==> config.mk <==
export PLATFORM = sky130hd
export DESIGN_NAME = axi_llc_way_arbiter_flat
export DESIGN_NICKNAME = d
export VERILOG_FILES = /design/src/rtl/axi_llc_way_arbiter_if.sv /design/src/rtl/axi_llc_way_arbiter.sv /design/src/flat_wrapper.sv
export SDC_FILE = /design/constraint.sdc
export NUM_CORES = 1
export LEC_CHECK = 0
export BUFFER_PORTS_ARGS = -buffer_cell sky130_fd_sc_hd__buf_2
export CAP_MARGIN = 10
export CORE_ASPECT_RATIO = 0.7
export CORE_MARGIN = 4
export CORE_UTILIZATION = 47
export CTS_CLUSTER_SIZE = 30
export DETAILED_ROUTE_END_ITERATION = 10
export HOLD_SLACK_MARGIN = 0.06
export PLACE_DENSITY_LB_ADDON = 0.12
export SLEW_MARGIN = 20
export SYNTH_ARGS = -nofsm -noshare
export SYNTH_HDL_FRONTEND = slang
export SYNTH_SLANG_ARGS = --single-unit
export TNS_END_PERCENT = 100
==> constraint.sdc <==
create_clock -name clk_i -period 6.61 [get_ports clk_i]
set_input_delay 0.661 -clock clk_i [delete_from_list [all_inputs] [get_ports clk_i]]
set_output_delay 0.661 -clock clk_i [all_outputs]
set_load 0.02 [all_outputs]
==> src/rtl/axi_llc_way_arbiter_if.sv <==
// axi_llc_way_arbiter_if: request/response bundle between the requesting units, the data ways and the way arbiter.
// Ports (arbiter side = slave): req_* per-unit requests in, req_ready_o out; way_inp_* request to the data ways;
// way_out_* response from the data ways; rsp_* one-hot routed response to the units; outstanding_o, err_o status.
interface axi_llc_way_arbiter_if #(
  parameter int NumUnits = 4,
  parameter int MaxOutstanding = 4,
  parameter type way_inp_t = logic,
  parameter type way_oup_t = logic
);
  localparam int CntW = $clog2(MaxOutstanding + 1);
  way_inp_t req_i [NumUnits];
  logic [NumUnits-1:0] req_valid_i, req_last_i, req_rsp_i, req_ready_o;
  way_inp_t way_inp_o;
  logic way_inp_valid_o, way_inp_ready_i;
  way_oup_t way_out_i;
  logic way_out_valid_i, way_out_ready_o;
  way_oup_t rsp_o;
  logic [NumUnits-1:0] rsp_valid_o, rsp_ready_i;
  logic [CntW-1:0] outstanding_o;
  logic err_o;
  modport slave (
    input req_i, req_valid_i, req_last_i, req_rsp_i, way_inp_ready_i, way_out_i, way_out_valid_i, rsp_ready_i,
    output req_ready_o, way_inp_o, way_inp_valid_o, way_out_ready_o, rsp_o, rsp_valid_o, outstanding_o, err_o
  );
  modport master (
    output req_i, req_valid_i, req_last_i, req_rsp_i, way_inp_ready_i, way_out_i, way_out_valid_i, rsp_ready_i,
    input req_ready_o, way_inp_o, way_inp_valid_o, way_out_ready_o, rsp_o, rsp_valid_o, outstanding_o, err_o
  );
endinterface

==> src/rtl/axi_llc_way_arbiter.sv <==
// axi_llc_way_arbiter: round-robin burst-locking arbiter onto the data ways with in-order response routing.
// Ports: clk_i clock, rst_ni sync active-low reset, bus (slave modport) carrying all request/response signals.
module axi_llc_way_arbiter #(
  parameter int NumUnits = 4,
  parameter int MaxOutstanding = 4,
  parameter type way_inp_t = logic,
  parameter type way_oup_t = logic
) (
  input logic clk_i,
  input logic rst_ni,
  axi_llc_way_arbiter_if.slave bus
);
  localparam int IdxW = NumUnits > 1 ? $clog2(NumUnits) : 1;
  localparam int PtrW = MaxOutstanding > 1 ? $clog2(MaxOutstanding) : 1;
  localparam int CntW = $clog2(MaxOutstanding + 1);
  typedef enum logic {IDLE, HOLD} state_t;
  state_t state;
  logic [IdxW-1:0] hold_idx, prio, arb, cand, winner, head, nxt_idx;
  logic [IdxW-1:0] q [MaxOutstanding];
  logic [PtrW-1:0] wr_ptr, rd_ptr;
  logic [CntW-1:0] count;
  logic err, full, empty, blocked, valid, hs, last, push, pop;
  way_inp_t inp;
  way_oup_t oup;
  // scan downwards so the first valid unit at or after prio is the last assignment
  always_comb begin
    arb = prio;
    cand = '0;
    for (int i = NumUnits - 1; i >= 0; i--) begin
      cand = IdxW'((int'(prio) + i) % NumUnits);
      if (bus.req_valid_i[cand]) arb = cand;
    end
  end
  assign winner = state == HOLD ? hold_idx : arb;
  assign full = count == CntW'(MaxOutstanding);
  assign empty = count == '0;
  // full is registered, so a pop in the same cycle cannot unblock a read
  assign blocked = bus.req_rsp_i[winner] && full;
  assign valid = bus.req_valid_i[winner] && !blocked;
  assign hs = valid && bus.way_inp_ready_i;
  assign last = bus.req_last_i[winner];
  assign push = hs && bus.req_rsp_i[winner];
  assign head = q[rd_ptr];
  assign pop = !empty && bus.way_out_valid_i && bus.rsp_ready_i[head];
  assign nxt_idx = winner == IdxW'(NumUnits - 1) ? '0 : winner + 1'b1;
  assign inp = bus.req_i[winner];
  assign oup = bus.way_out_i;
  assign bus.way_inp_o = inp;
  assign bus.way_inp_valid_o = valid;
  assign bus.req_ready_o = {NumUnits{bus.way_inp_ready_i && !blocked}} & (NumUnits'(1) << winner);
  assign bus.rsp_o = oup;
  assign bus.rsp_valid_o = empty ? '0 : {NumUnits{bus.way_out_valid_i}} & (NumUnits'(1) << head);
  // with nothing queued the response channel drains
  assign bus.way_out_ready_o = empty || bus.rsp_ready_i[head];
  assign bus.outstanding_o = count;
  assign bus.err_o = err;
  always_ff @(posedge clk_i) begin
    if (!rst_ni) begin
      state <= IDLE;
      hold_idx <= '0;
      prio <= '0;
      wr_ptr <= '0;
      rd_ptr <= '0;
      count <= '0;
      err <= 1'b0;
    end else begin
      if (state == IDLE && valid && !(hs && last)) begin
        state <= HOLD;
        hold_idx <= arb;
      end else if (state == HOLD && hs && last) begin
        state <= IDLE;
      end
      if (hs && last) prio <= nxt_idx;
      if (push) begin
        q[wr_ptr] <= winner;
        wr_ptr <= wr_ptr + 1'b1;
      end
      if (pop) rd_ptr <= rd_ptr + 1'b1;
      count <= count + CntW'(push) - CntW'(pop);
      if (empty && bus.way_out_valid_i) err <= 1'b1;
    end
  end
endmodule

==> src/flat_wrapper.sv <==
// flat-port wrapper written by rule: the top's interface ports become plain ports
module axi_llc_way_arbiter_flat 
#(
  parameter int NumUnits = 4,
  parameter int MaxOutstanding = 4,
  parameter type way_inp_t = logic,
  parameter type way_oup_t = logic
)
  (clk_i, rst_ni, bus_req_i, bus_req_valid_i, bus_req_last_i, bus_req_rsp_i, bus_way_inp_ready_i, bus_way_out_i, bus_way_out_valid_i, bus_rsp_ready_i, bus_req_ready_o, bus_way_inp_o, bus_way_inp_valid_o, bus_way_out_ready_o, bus_rsp_o, bus_rsp_valid_o, bus_outstanding_o, bus_err_o);
  axi_llc_way_arbiter_if #(.NumUnits(NumUnits), .MaxOutstanding(MaxOutstanding), .way_inp_t(way_inp_t), .way_oup_t(way_oup_t)) bus_i ();
  input logic clk_i;
  input logic rst_ni;
  input wire logic [$bits(bus_i.req_i)-1:0] bus_req_i;
  input wire logic [$bits(bus_i.req_valid_i)-1:0] bus_req_valid_i;
  input wire logic [$bits(bus_i.req_last_i)-1:0] bus_req_last_i;
  input wire logic [$bits(bus_i.req_rsp_i)-1:0] bus_req_rsp_i;
  input wire logic [$bits(bus_i.way_inp_ready_i)-1:0] bus_way_inp_ready_i;
  input wire logic [$bits(bus_i.way_out_i)-1:0] bus_way_out_i;
  input wire logic [$bits(bus_i.way_out_valid_i)-1:0] bus_way_out_valid_i;
  input wire logic [$bits(bus_i.rsp_ready_i)-1:0] bus_rsp_ready_i;
  output wire logic [$bits(bus_i.req_ready_o)-1:0] bus_req_ready_o;
  output wire logic [$bits(bus_i.way_inp_o)-1:0] bus_way_inp_o;
  output wire logic [$bits(bus_i.way_inp_valid_o)-1:0] bus_way_inp_valid_o;
  output wire logic [$bits(bus_i.way_out_ready_o)-1:0] bus_way_out_ready_o;
  output wire logic [$bits(bus_i.rsp_o)-1:0] bus_rsp_o;
  output wire logic [$bits(bus_i.rsp_valid_o)-1:0] bus_rsp_valid_o;
  output wire logic [$bits(bus_i.outstanding_o)-1:0] bus_outstanding_o;
  output wire logic [$bits(bus_i.err_o)-1:0] bus_err_o;
  assign bus_i.req_i = {>>{bus_req_i}};
  assign bus_i.req_valid_i = bus_req_valid_i;
  assign bus_i.req_last_i = bus_req_last_i;
  assign bus_i.req_rsp_i = bus_req_rsp_i;
  assign bus_i.way_inp_ready_i = bus_way_inp_ready_i;
  assign bus_i.way_out_i = bus_way_out_i;
  assign bus_i.way_out_valid_i = bus_way_out_valid_i;
  assign bus_i.rsp_ready_i = bus_rsp_ready_i;
  assign bus_req_ready_o = bus_i.req_ready_o;
  assign bus_way_inp_o = bus_i.way_inp_o;
  assign bus_way_inp_valid_o = bus_i.way_inp_valid_o;
  assign bus_way_out_ready_o = bus_i.way_out_ready_o;
  assign bus_rsp_o = bus_i.rsp_o;
  assign bus_rsp_valid_o = bus_i.rsp_valid_o;
  assign bus_outstanding_o = bus_i.outstanding_o;
  assign bus_err_o = bus_i.err_o;
  axi_llc_way_arbiter #(.NumUnits(NumUnits), .MaxOutstanding(MaxOutstanding), .way_inp_t(way_inp_t), .way_oup_t(way_oup_t)) u_core (.clk_i(clk_i), .rst_ni(rst_ni), .bus(bus_i));
endmodule
; ---- After elaboration in Yosys (flattened, before gate mapping)
; Memory sizes are Yosys's and may differ from the RTL's. A register that Yosys moved wholly into a read port is not among the register bits.
; Index checks and enable logic that the tools add are counted.
[classes]
addsub = 8
magnitude_cmp = 7
eq_ne = 2
n_shift = 2
muxes = 33
bitwise = 4
reduce_logical = 19
[op_table]
columns = cell, count
row1 = $bmux W1 S2, 9
row2 = $lt A2 B3 Y1 const B, 6
row3 = $mux W2, 8
row4 = $mux W1, 15
row5 = $logic_and A1 B1 Y1, 13
row6 = $add A2 B1 Y2 const B, 4
row7 = $and A4 B4 Y4, 2
row8 = $shl A1 B2 Y4 const A, 2
row9 = $add A2 B2 Y2 const B, 2
row10 = $mux W4, 1
row11 = $add A3 B1 Y3, 1
row12 = $eq A3 B3 Y1 const B, 1
row13 = $ge A3 B3 Y1 const B, 1
row14 = $logic_not A1 Y1, 3
row15 = $logic_not A3 Y1, 1
row16 = $not A2 Y3, 1
row17 = $sub A3 B1 Y3, 1
row18 = $eq A2 B2 Y1 const B, 1
row19 = $reduce_bool A2 Y1, 1
row20 = $logic_or A1 B1 Y1, 1
row21 = $not A1 Y1, 1
[totals]
register_bits = 13
mem_bits_rw = 8
in_bits = 25
output_inout_bits = 16
wordCells = 83
memories = 1
[mem_list]
columns = memory, words, width, rd, rd_clocked_by_memory_dff, wr, line_no
row1 = u_core.q, 4, 2, 1, 1, 1, axi_llc_way_arbiter.sv:19  ; logic [IdxW-1:0] q [MaxOutstanding];

; ---- Depth between registers and ports, before layout
; Gate-level depths: netlist (run 1).
[depth]
depth_word = 18
ltp_mapped = 13
mapped_depth_nobuf = 11

; ---- Least setup slack after synthesis (run 1)
; No wires, ideal clock.
[synth_path]
path_type = input port to output port
from = input bus_req_valid_i[2]
to = output bus_req_ready_o[0]
t_arrival_ps = 2659
required_ps = 5949
slack_ps = 3290
stages = 7
n_path_buf = 0
path_cell_list = nor2_1 -> a211oi_1 -> o41ai_4 -> inv_4 -> a2111o_1 -> a221o_2 -> and3_2
[synth_between]
elab_chain_cells = 13
word_cells_on_any_way = 20
classes_between = shift: 1 / mux: 15 / bitwise: 1 / reduce/logical: 3
[synth_rtl]
columns = item, line_no
row1 = from (decl), flat_wrapper.sv:14  ; input wire logic [$bits(bus_i.req_valid_i)-1:0] bus_req_valid_i;
row2 = $bmux W1 S2, axi_llc_way_arbiter.sv:31  ; if (bus.req_valid_i[cand]) arb = cand;
row3 = $mux W1 (implied by the code), axi_llc_way_arbiter.sv:31
row4 = $mux W2 (3 in a row), axi_llc_way_arbiter.sv:31
row5 = $mux W2 *, axi_llc_way_arbiter.sv:31
row6 = $mux W2 *, axi_llc_way_arbiter.sv:34  ; assign winner = state == HOLD ? hold_idx : arb;
row7 = net u_core.winner[0], axi_llc_way_arbiter.sv:18  ; logic [IdxW-1:0] hold_idx, prio, arb, cand, winner, head, nxt_idx;
row8 = $bmux W1 S2, axi_llc_way_arbiter.sv:38  ; assign blocked = bus.req_rsp_i[winner] && full;
row9 = $mux W1 (implied by the code), axi_llc_way_arbiter.sv:38
row10 = $logic_and A1 B1 Y1, axi_llc_way_arbiter.sv:38
row11 = $logic_not A1 Y1, axi_llc_way_arbiter.sv:50  ; assign bus.req_ready_o = {NumUnits{bus.way_inp_ready_i && !blocked}} & (NumUnits'(1) << winner);
row12 = $logic_and A1 B1 Y1, axi_llc_way_arbiter.sv:50
row13 = $and A4 B4 Y4 *, axi_llc_way_arbiter.sv:50
row14 = to (decl), flat_wrapper.sv:21  ; output wire logic [$bits(bus_i.req_ready_o)-1:0] bus_req_ready_o;
; The timed path passes the listed nets; every way through them passes the cells marked *. The select of a mux whose other input is x is not followed.

; ---- Worst setup path after layout (run 1)
; Ends and elaborated chain as after synthesis.

==> impl_metrics.env, run 1 <==
export IMPL_status="complete, no violations"
export IMPL_fin_nets=235
export IMPL_grt_overflow=0
export IMPL_leakagePower_nw=0.834
export IMPL_n_antenna_cell=0
export IMPL_wl_met1_mm=1.73
export IMPL_antenna_left=0
export IMPL_worstPathMaxFanout=9
export IMPL_num_io_pins=41
export IMPL_reg2reg_depth=10
export IMPL_syn_area_mm2=0.00155
export IMPL_first_iter_violations=128
export IMPL_power_uw=555
export IMPL_hold_class="flip-flop to flip-flop"
export IMPL_die_x_um=76.7
export IMPL_cap_violations=0
export IMPL_worstMarginPinSlew_ps=636
export IMPL_ir_drop_mv=0.181
export IMPL_layout_drive_gt1_share_pct=28.8
export IMPL_grt_pass1_vias=1245
export IMPL_portBuffers=38
export IMPL_finalWirelength_mm=3.64
export IMPL_core_mm2=0.00317
export IMPL_cts_root_buf="clkbuf_8"
export IMPL_period_share_pct=58.2
export IMPL_start_util_pct=49.0
export IMPL_routed_via_density=5.74
export IMPL_holdCritStartpoint="u_core.bus.err_o$_SDFFE_PN0P_"
export IMPL_wl_per_cell_um=15.4
export IMPL_fill_cells=298
export IMPL_final_hold_viol_count=0
export IMPL_ys_async_sr_fraction_pct=0
export IMPL_die_area_mm2=0.00431
export IMPL_tns_ps=0
export IMPL_wl_met2_mm=1.48
export IMPL_place_congestion=0.892
export IMPL_yosysUniqueCellTypes=48
export IMPL_syn_mean_instance_area_um2=9.59
export IMPL_arrival_ps=3190
export IMPL_fin_skew_ps=4.34
export IMPL_cts_buffers=3
export IMPL_cp_start_kind="primary input"
export IMPL_ys_seq_area_share_pct=34.8
export IMPL_cts_buffer_depth=2
export IMPL_synth_fp_nets=198
export IMPL_synth_warnings=0
export IMPL_critPathCaptureType="primary output"
export IMPL_postCtsSetupRepairBufs=0
export IMPL_slew_headroom_pct=57.5
export IMPL_reg2reg_to="u_core.bus.outstanding_o[1]$_SDFF_PN0_"
export IMPL_row_count=17
export IMPL_timing_rr_start="u_core.prio[0]$_SDFFE_PN0P_"
export IMPL_cts_resized=0
export IMPL_finalMaxSlewViolations=0
export IMPL_rsz0062_at_grt="false"
export IMPL_vias=1354
export IMPL_synthCells=162
export IMPL_setup_viol=0
export IMPL_fp_dieH_um=56.1
export IMPL_whs_path_depth=2
export IMPL_synth_edf_count=8
export IMPL_required_ps=5950
export IMPL_dr_pass1_iters=4
export IMPL_antenna_found_initial=0
export IMPL_cts_sinks=23
export IMPL_grt_max_degree=25
export IMPL_ys_ff_latch=23
export IMPL_power_density_mw_per_mm2=307
export IMPL_rrSetupSlack_ps=3290
export IMPL_top_layer_used="met4"
export IMPL_htree_levels=1
export IMPL_cts_tree="done"
export IMPL_grt_util_all_layers_pct=16.9
export IMPL_min_period_ps=3850
export IMPL_worstHoldEndpoint="u_core.bus.err_o$_SDFFE_PN0P_"
export IMPL_dp_hpwl_mm=2.84
export IMPL_route_met3_wl_um=412
export IMPL_remaining_drc_errors=0
export IMPL_worst_setup_path_type="primary input to primary output"
export IMPL_ys_flop_type="dfxtp_1"
export IMPL_hold_buffers=0
export IMPL_clk_pin_slew_ps=80
export IMPL_clock_latency_ps=260
export IMPL_grt_pass1_wl_mm=5.85
export IMPL_area_delta_synth_final_pct=16.3
export IMPL_clock_fmax_mhz=260
-- state kept, by name, indices dropped and copies added, names as in the netlist, named ones only --
register / count
u_core.state: 1
u_core.wr_ptr: 2
u_core.bus.outstanding_o: 3
u_core.bus.err_o: 1
u_core.prio: 2
u_core.rd_ptr: 2
u_core.q: 8
u_core.hold_idx: 2
-- synth_stat cells (2+ instances only) --
cell type	n	share of area (%)
nand3_1	2	0.64
dfxtp_1	15	19
nor2b_1	5	2.0
nand3b_1	2	0.97
clkbuf_1	2	0.48
nand2_1	15	3.6
nor3_1	4	1.3
a211oi_1	4	1.9
ha_1	10	8.1
edfxtp_1	8	15
and2_1	9	3.6
mux2i_1	7	4.5
buf_2	3	0.97
xnor2_1	2	1.1
inv_1	10	2.4
a31oi_1	2	0.81
or2b_1	2	0.97
a41o_1	2	1.3
nand2b_1	4	1.6
nor2_1	7	1.7
a21oi_1	9	2.9
and3_1	9	3.6
xor2_1	2	1.1
mux4_2	3	4.3
-- layout make-up --
cell class	instances	area (µm²)	area share (%)
inverter	12	47.5	2.63
multi-input combinational	121	936	51.8
tap	38	47.5	2.63
clock inverter	1	5.00	0.277
clock buffer	3	41.3	2.28
timing repair buffer	38	190	10.5
sequential	23	541	29.9
-- cells by family after synthesis --
family | share of synthesized area [%]
adders and majority gates | 9.34
muxes | 8.86
and+or+nand+nor | 24.0
buffers and inverters | 4.99
DFF | 34.8
AOI/OAI and AO/OA | 15.8
xor gates and xnor gates | 2.25
-- per-layer routing --
metal  global-route usage, %  vias up
met2                    23.3       64
met3                    4.85        2
li1                        -      658
met4                    3.88        0
met5                       0        -
met1                    25.6      630
-- worst max-delay path, cell delays in order --
cell,delay (ps)
buf_2,130
nor2_1,120
a211oi_1,140
o41ai_4,670
inv_4,130
a2111o_1,460
a221o_2,490
and3_2,230
buf_2,150
-- power by group --
part           leakage [nW]  internal (mW)  switching, mW
clock                0.0255         0.0420         0.0436
sequential            0.196          0.172         0.0242
combinational         0.612          0.115          0.159
-- worst max path at each step --
stage / cells after the start / slack (ps) / startpoint / to
final: 9 / 2760 / bus_req_valid_i[2] / bus_req_ready_o[0]
after global routing: 9 / 2650 / bus_req_valid_i[2] / bus_req_ready_o[0]
after CTS: 9 / 2790 / bus_req_valid_i[2] / bus_req_ready_o[0]
after detailed placement: 9 / 2790 / bus_req_valid_i[2] / bus_req_ready_o[0]
after global placement: 9 / 2890 / bus_req_valid_i[2] / bus_req_ready_o[0]
after floorplan: 7 / 3290 / bus_req_valid_i[2] / bus_req_ready_o[0]
-- cells in the final DEF (no fill, tap or decap), types with 2 or more instances in the layout --
master,count
buf_2,38
nor2_1,7
dfxtp_1,15
ha_1,10
nor2b_1,5
mux2i_1,7
a211oi_1,4
xor2_1,2
and3_1,9
inv_1,10
a31oi_1,2
or2b_1,2
a21oi_1,9
nand2b_1,4
clkbuf_8,3
nand2_1,15
nor3_1,4
mux4_2,3
and2_1,9
nand3b_1,2
xnor2_1,2
a41o_1,2
nand3_1,2
edfxtp_1,8
-- metrics by stage --
stage | utilization (%) | instance area [µm²] | hold WS (ps) | instances | setup WS [ps]
floorplan | - | 1550 | 466 | 162 | 3290
global placement | 55.6 | 1760 | 463 | 232 | 2890
detailed placement | 55.6 | 1760 | 480 | 232 | 2790
CTS | 57.0 | 1810 | 500 | 236 | 2790
global route | 57.0 | 1810 | 548 | 236 | 2650
finish | 57.0 | 1810 | 494 | 236 | 2760
(Power assumes the default switching activity.)
==> run 2, diff against run 1 <==
--- a/config.mk
+++ b/config.mk
@@ -5,6 +5,7 @@
 export SDC_FILE = /design/constraint.sdc
 export NUM_CORES = 1
 export LEC_CHECK = 0
+export ABC_AREA = 1
 export BUFFER_PORTS_ARGS = -buffer_cell sky130_fd_sc_hd__buf_2
 export CAP_MARGIN = 10
 export CORE_ASPECT_RATIO = 0.7
==> constraint.sdc (replaced) <==
create_clock -name clk_i -period 3.34 [get_ports clk_i]
set_input_delay 0.334 -clock clk_i [delete_from_list [all_inputs] [get_ports clk_i]]
set_output_delay 0.334 -clock clk_i [all_outputs]
set_load 0.02 [all_outputs]
==> impl_metrics.env, run 2 <==
export IMPL_required_ps=3540
export IMPL_core_mm2=0.00351
export IMPL_min_period_ps=3030
export IMPL_final_cell_mix="55 x nand2_1, 38 x inv_1, 38 x buf_2"
export IMPL_clock_fmax_mhz=330
export IMPL_layout_drive_gt1_share_pct=30.7
export IMPL_cts_buffer_depth=2
export IMPL_regMostFlops="u_core.q"
export IMPL_row_count=18
export IMPL_start_util_pct=48.9
export IMPL_rsz0062_at_grt="false"
export IMPL_final_cells=324
export IMPL_finalMaxSlewViolations=0
export IMPL_cp_start_kind="flip-flop"
export IMPL_num_io_pins=41
export IMPL_cts_tree="done"
export IMPL_dr_pass1_iters=5
export IMPL_dp_hpwl_mm=2.98
export IMPL_cts_sinks=23
export IMPL_n_antenna_cell=0
export IMPL_leakagePower_nw=1.05
export IMPL_fin_ws_ps=312
export IMPL_grt_max_degree=14
export IMPL_fin_skew_ps=6.79
export IMPL_worstPathMaxFanout=9
export IMPL_slowest_stage="dfxtp_2"
export IMPL_period_share_pct=90.6
export IMPL_path_common_cell="nand2_1"
export IMPL_ys_seq_area_share_pct=31.4
export IMPL_ys_ff_latch=23
export IMPL_globalRouteMet3Util_pct=4.74
export IMPL_grt_util_all_layers_pct=16.9
export IMPL_place_congestion=0.813
export IMPL_ys_async_sr_fraction_pct=0
export IMPL_syn_area_mm2=0.00172
export IMPL_status="complete, no violations"
export IMPL_yosysTopAreaCell="dfxtp_1"
export IMPL_slew_headroom_pct=70.5
export IMPL_cts_root_buf="clkbuf_8"
export IMPL_power_density_mw_per_mm2=1190
export IMPL_clock_latency_ps=270
export IMPL_met1_usage_pct=26.4
export IMPL_synth_most_common_cell="nand2_1"
export IMPL_remaining_drc_errors=0
export IMPL_setup_viol=0
export IMPL_area_delta_synth_final_pct=16.0
export IMPL_final_hold_viol_count=0
export IMPL_portBuffers=38
export IMPL_grt_overflow=0
export IMPL_routed_via_density=4.65
export IMPL_die_x_um=80.3
export IMPL_cts_buffers=3
export IMPL_ys_flop_type="dfxtp_1"
export IMPL_slowest_delay_ps=480
export IMPL_first_iter_violations=90
export IMPL_die_area_mm2=0.00470
export IMPL_grt_pass1_vias=1376
export IMPL_fin_nets=311
export IMPL_vias=1508
export IMPL_dp_slack_ps=197
export IMPL_postCtsSetupRepairBufs=0
export IMPL_synth_warnings=0
export IMPL_fp_dieH_um=58.6
export IMPL_synth_edf_count=8
export IMPL_tns_ps=0
export IMPL_finalWirelength_mm=3.66
export IMPL_hold_class="primary input to flip-flop"
export IMPL_ys_top_cells_by_area="dfxtp_1 17%, edfxtp_1 14%, nand2_1 12%"
export IMPL_antenna_found_initial=0
export IMPL_largest_reg_flops=8
export IMPL_synth_fp_nets=271
export IMPL_worst_setup_path_type="flip-flop to flip-flop"
export IMPL_grt_pass1_wl_mm=6.29
export IMPL_critPathCaptureType="flip-flop"
export IMPL_synthCells=235
export IMPL_worstMarginPinSlew_ps=443
export IMPL_use_met2_pct=23.0
export IMPL_cap_violations=0
export IMPL_ir_drop_mv=0.519
export IMPL_syn_mean_instance_area_um2=7.32
export IMPL_wl_per_cell_um=11.3
export IMPL_synth_common_cells="55 x nand2_1, 38 x inv_1, 23 x nand3_1"
export IMPL_htree_levels=1
export IMPL_cp_cell_sequence="inv_6 -> nand2_1 -> nand2_2 -> nand2_1 -> nand2_1 -> nand3_1 -> nand3b_1 -> nand2_1 -> inv_2 -> o21ai_2 -> nand3_1 -> and2_4 -> nand4_4 -> clkinv_2 -> ha_1 -> fa_1 -> or2_2 -> a21oi_1"
export IMPL_path_buf_inv=3
export IMPL_yosysUniqueCellTypes=35
export IMPL_cpLargestDelayFamily="simple AND/OR/NAND/NOR gates"
export IMPL_final_common_cell="nand2_1"
export IMPL_globalRoute_busiestLayer="met1"
export IMPL_placed_cells=320
export IMPL_hold_buffers=0
export IMPL_arrival_ps=3230
export IMPL_clk_pin_slew_ps=90
export IMPL_yosysTopAreaCellShare_pct=17.5
export IMPL_cts_resized=0
export IMPL_antenna_left=0
-- run 2: changes by cell type in the layout (fill, tap and decap cells not counted), sizes merged, moves of 7 or more --
cell   change
and2       -8
and3      -11
inv       +33
mux2i      -7
nand2     +51
nand3     +27
nor2      +12
-- run 2: per-stage QoR --
step	cell area, µm²	util (%)	hold WS (ps)	total power [mW]
after floorplan	1720	-	436	1.83
after global placement	1950	55.4	436	2.18
after detailed placement	1950	55.4	444	2.19
after CTS	1990	56.7	334	2.37
after global routing	1990	56.8	358	2.61
final	1990	56.8	332	2.37
-- run 2: report_power, final --
| group | internal, mW | switching [mW] | total (mW) |
|---|---|---|---|
| clock | 0.0833 | 0.0918 | 0.175 |
| sequential | 0.394 | 0.0765 | 0.471 |
| combinational | 0.599 | 1.12 | 1.72 |
| total | 1.08 | 1.29 | 2.37 |
-- run 2: final timing paths --
check                           startpoint                                     end  slack, ps  cells after the start
max reg2reg    u_core.prio[0]$_SDFFE_PN0P_  u_core.bus.outstanding_o[2]$_SDFF_PN0_        310                     18
min reg2reg  u_core.bus.err_o$_SDFFE_PN0P_           u_core.bus.err_o$_SDFFE_PN0P_        450                      2
max            u_core.prio[0]$_SDFFE_PN0P_  u_core.bus.outstanding_o[2]$_SDFF_PN0_        310                     18
min                    bus_way_out_valid_i           u_core.bus.err_o$_SDFFE_PN0P_        330                      3
-- run 2: metal layers --
| layer | share of wire [%] | wire length (µm) |
|---|---|---|
| met1 | 56 | 2050 |
| met2 | 38 | 1380 |
| met3 | 5.8 | 214 |
| met4 | 0.49 | 18 |
| met5 | 0 | 0 |
-- run 2: cell type report --
cell class / instances / area [µm²]
clock buffer: 3 / 41.3
sequential: 23 / 542
multi-input combinational: 161 / 960
clock inverter: 1 / 5.00
timing repair buffer: 40 / 205
fill: 357 / 1520
tap: 50 / 62.6
inverter: 46 / 179
-- run 2: logic make-up after synthesis --
logic type | share of synthesized area, %
xor+xnor | 0.510
fa+ha+maj | 8.44
compound gates | 7.06
simple gates | 39.8
flops | 31.4
buf+inv | 12.7
-- run 2: worst register-to-register path, stage by stage (launching register included) --
cell,delay [ps]
dfxtp_2,480
inv_6,70
nand2_1,70
nand2_2,60
nand2_1,90
nand2_1,50
nand3_1,70
nand3b_1,70
nand2_1,110
inv_2,50
o21ai_2,260
nand3_1,190
and2_4,200
nand4_4,90
clkinv_2,100
ha_1,200
fa_1,380
or2_2,300
a21oi_1,120
==> run 3, diff against run 2 <==
--- a/config.mk
+++ b/config.mk
@@ -14,7 +14,7 @@
 export CTS_CLUSTER_SIZE = 30
 export DETAILED_ROUTE_END_ITERATION = 10
 export HOLD_SLACK_MARGIN = 0.06
-export PLACE_DENSITY_LB_ADDON = 0.12
+export PLACE_DENSITY = 0.74
 export SLEW_MARGIN = 20
 export SYNTH_ARGS = -nofsm -noshare
 export SYNTH_HDL_FRONTEND = slang
==> impl_metrics.env, run 3 (same netlist as run 2, synthesis figures left out) <==
export IMPL_rsz0062_at_grt="false"
export IMPL_fill_cells=344
export IMPL_worstMarginPinSlew_ps=420
export IMPL_setup_viol=0
export IMPL_first_iter_violations=66
export IMPL_internal_power_mw=1.07
export IMPL_finalWirelength_mm=3.55
export IMPL_antenna_left=0
export IMPL_status="complete, no violations"
export IMPL_ir_drop_mv=0.684
export IMPL_power_frac_comb_pct=72.6
export IMPL_cts_sinks=23
export IMPL_p_clk_share_pct=7.2
export IMPL_required_ps=3540
export IMPL_switchingPower_mw=1.26
export IMPL_slowest_stage="dfxtp_2"
export IMPL_num_io_pins=41
export IMPL_finalMaxSlewViolations=0
export IMPL_dp_hpwl_mm=2.89
export IMPL_grt_util_all_layers_pct=16.0
export IMPL_fin_nets=311
export IMPL_cp_start_kind="flip-flop"
export IMPL_grt_pass1_wl_mm=5.93
export IMPL_clk_pin_slew_ps=80
export IMPL_portBuffers=38
export IMPL_cts_buffer_depth=2
export IMPL_worst_setup_path_type="flip-flop to flip-flop"
export IMPL_p_sw_share_pct=54.0
export IMPL_seq_power_share_pct=20.2
export IMPL_vias=1509
export IMPL_final_cell_mix="55 x nand2_1, 38 x inv_1, 38 x buf_2"
export IMPL_path_common_cell="nand2_1"
export IMPL_min_period_ps=2920
export IMPL_holdCritStartpoint="bus_way_out_valid_i"
export IMPL_cts_buffers=3
export IMPL_grt_max_degree=14
export IMPL_clock_fmax_mhz=343
export IMPL_slew_headroom_pct=72.0
export IMPL_cp_cell_sequence="inv_6 -> nand2_1 -> nand2_2 -> nand2_1 -> nand2_1 -> nand3_1 -> nand3b_1 -> nand2_1 -> inv_2 -> o21ai_2 -> nand3_1 -> and2_4 -> nand4_4 -> clkinv_2 -> ha_1 -> fa_1 -> or2_2 -> a21oi_1"
export IMPL_slowest_delay_ps=470
export IMPL_largest_reg_flops=8
export IMPL_clock_latency_ps=260
export IMPL_area_delta_synth_final_pct=16.0
export IMPL_multiInputGateArea_um2=960
export IMPL_place_congestion=0.871
export IMPL_tns_ps=0
export IMPL_period_share_pct=87.3
export IMPL_remaining_drc_errors=0
export IMPL_fp_dieH_um=58.6
export IMPL_seq_area_um2=542
export IMPL_grt_overflow=0
export IMPL_row_count=18
export IMPL_worstPathMaxFanout=9
export IMPL_die_x_um=80.3
export IMPL_cts_tree="done"
export IMPL_arrival_ps=3110
export IMPL_cp_startpoint="u_core.prio[0]$_SDFFE_PN0P_"
export IMPL_cap_violations=0
export IMPL_power_density_mw_per_mm2=1170
export IMPL_final_hold_viol_count=0
export IMPL_cts_root_buf="clkbuf_8"
export IMPL_die_area_mm2=0.00470
export IMPL_n_antenna_cell=0
export IMPL_start_util_pct=48.9
export IMPL_antenna_found_initial=0
export IMPL_grt_pass1_vias=1361
export IMPL_critPathCaptureType="flip-flop"
export IMPL_core_mm2=0.00351
export IMPL_fin_skew_ps=4.38
export IMPL_layout_drive_gt1_share_pct=30.7
export IMPL_final_common_cell="nand2_1"
export IMPL_hold_class="primary input to flip-flop"
export IMPL_routed_via_density=4.66
export IMPL_leakagePower_nw=1.05
export IMPL_timing_rr_start="u_core.prio[0]$_SDFFE_PN0P_"
export IMPL_wl_per_cell_um=11.0
export IMPL_dr_pass1_iters=4
export IMPL_regMostFlops="u_core.q"
export IMPL_power_mw=2.33
export IMPL_htree_levels=1
[run 3: area by class of cell]
type / count / area share [%]
Multi-Input combinational cell: 161 / 48.1
Sequential cell: 23 / 27.2
Timing Repair Buffer: 40 / 10.3
Inverter: 46 / 8.97
Tap cell: 50 / 3.14
Clock buffer: 3 / 2.07
Clock inverter: 1 / 0.251
[run 3: path summary, 6_finish.rpt]
path / cells after the start / slack [ps] / end
min reg2reg: 2 / 450 / u_core.bus.err_o$_SDFFE_PN0P_
min: 3 / 340 / u_core.bus.err_o$_SDFFE_PN0P_
max: 18 / 420 / u_core.bus.outstanding_o[2]$_SDFF_PN0_
max reg2reg: 18 / 420 / u_core.bus.outstanding_o[2]$_SDFF_PN0_
[run 3: per-stage QoR]
stage	hold WS [ps]	instances	utilization, %	setup WS, ps	cell area [µm²]
after detailed placement	444	320	55.4	308	1950
after floorplan	436	235	-	582	1720
after global placement	435	320	55.4	340	1950
after CTS	337	324	56.7	286	1990
final	340	324	56.8	424	1990
after global routing	349	324	56.8	151	1990
[run 3: timing repair]
action | CTS | global route
hold buffers | 0 | 0
setup endpoints to repair | 0 | 1
setup buffers | 0 | 0
gates resized for setup | 0 | 1
[run 3: power by group through the flow]
| stage | Clock, mW | Sequential [mW] | Combinational [mW] |
|---|---|---|---|
| floorplan | 0 | 0.465 | 1.37 |
| global route | 0.186 | 0.481 | 1.91 |
| finish | 0.169 | 0.470 | 1.69 |
| global placement | 0 | 0.474 | 1.66 |
| detailed placement | 0 | 0.475 | 1.69 |
| CTS | 0.174 | 0.468 | 1.70 |
[run 3: worst max-delay path: cells and delay by family (launching register included)]
kind | cells | cell delay [ps]
and+or+nand+nor | 11 | 1290
adders and majority gates | 2 | 570
AOI/OAI and AO/OA | 2 | 310
DFF | 1 | 470
buffers and inverters | 3 | 210
[run 3: per-layer routing]
metal | vias up | wire (µm) | global-route usage (%)
met2 | 36 | 1520 | 25.8
met3 | 2 | 175 | 3.52
met5 | - | 0 | 0
li1 | 819 | - | -
met4 | 0 | 17 | 3.13
met1 | 652 | 1830 | 22.3
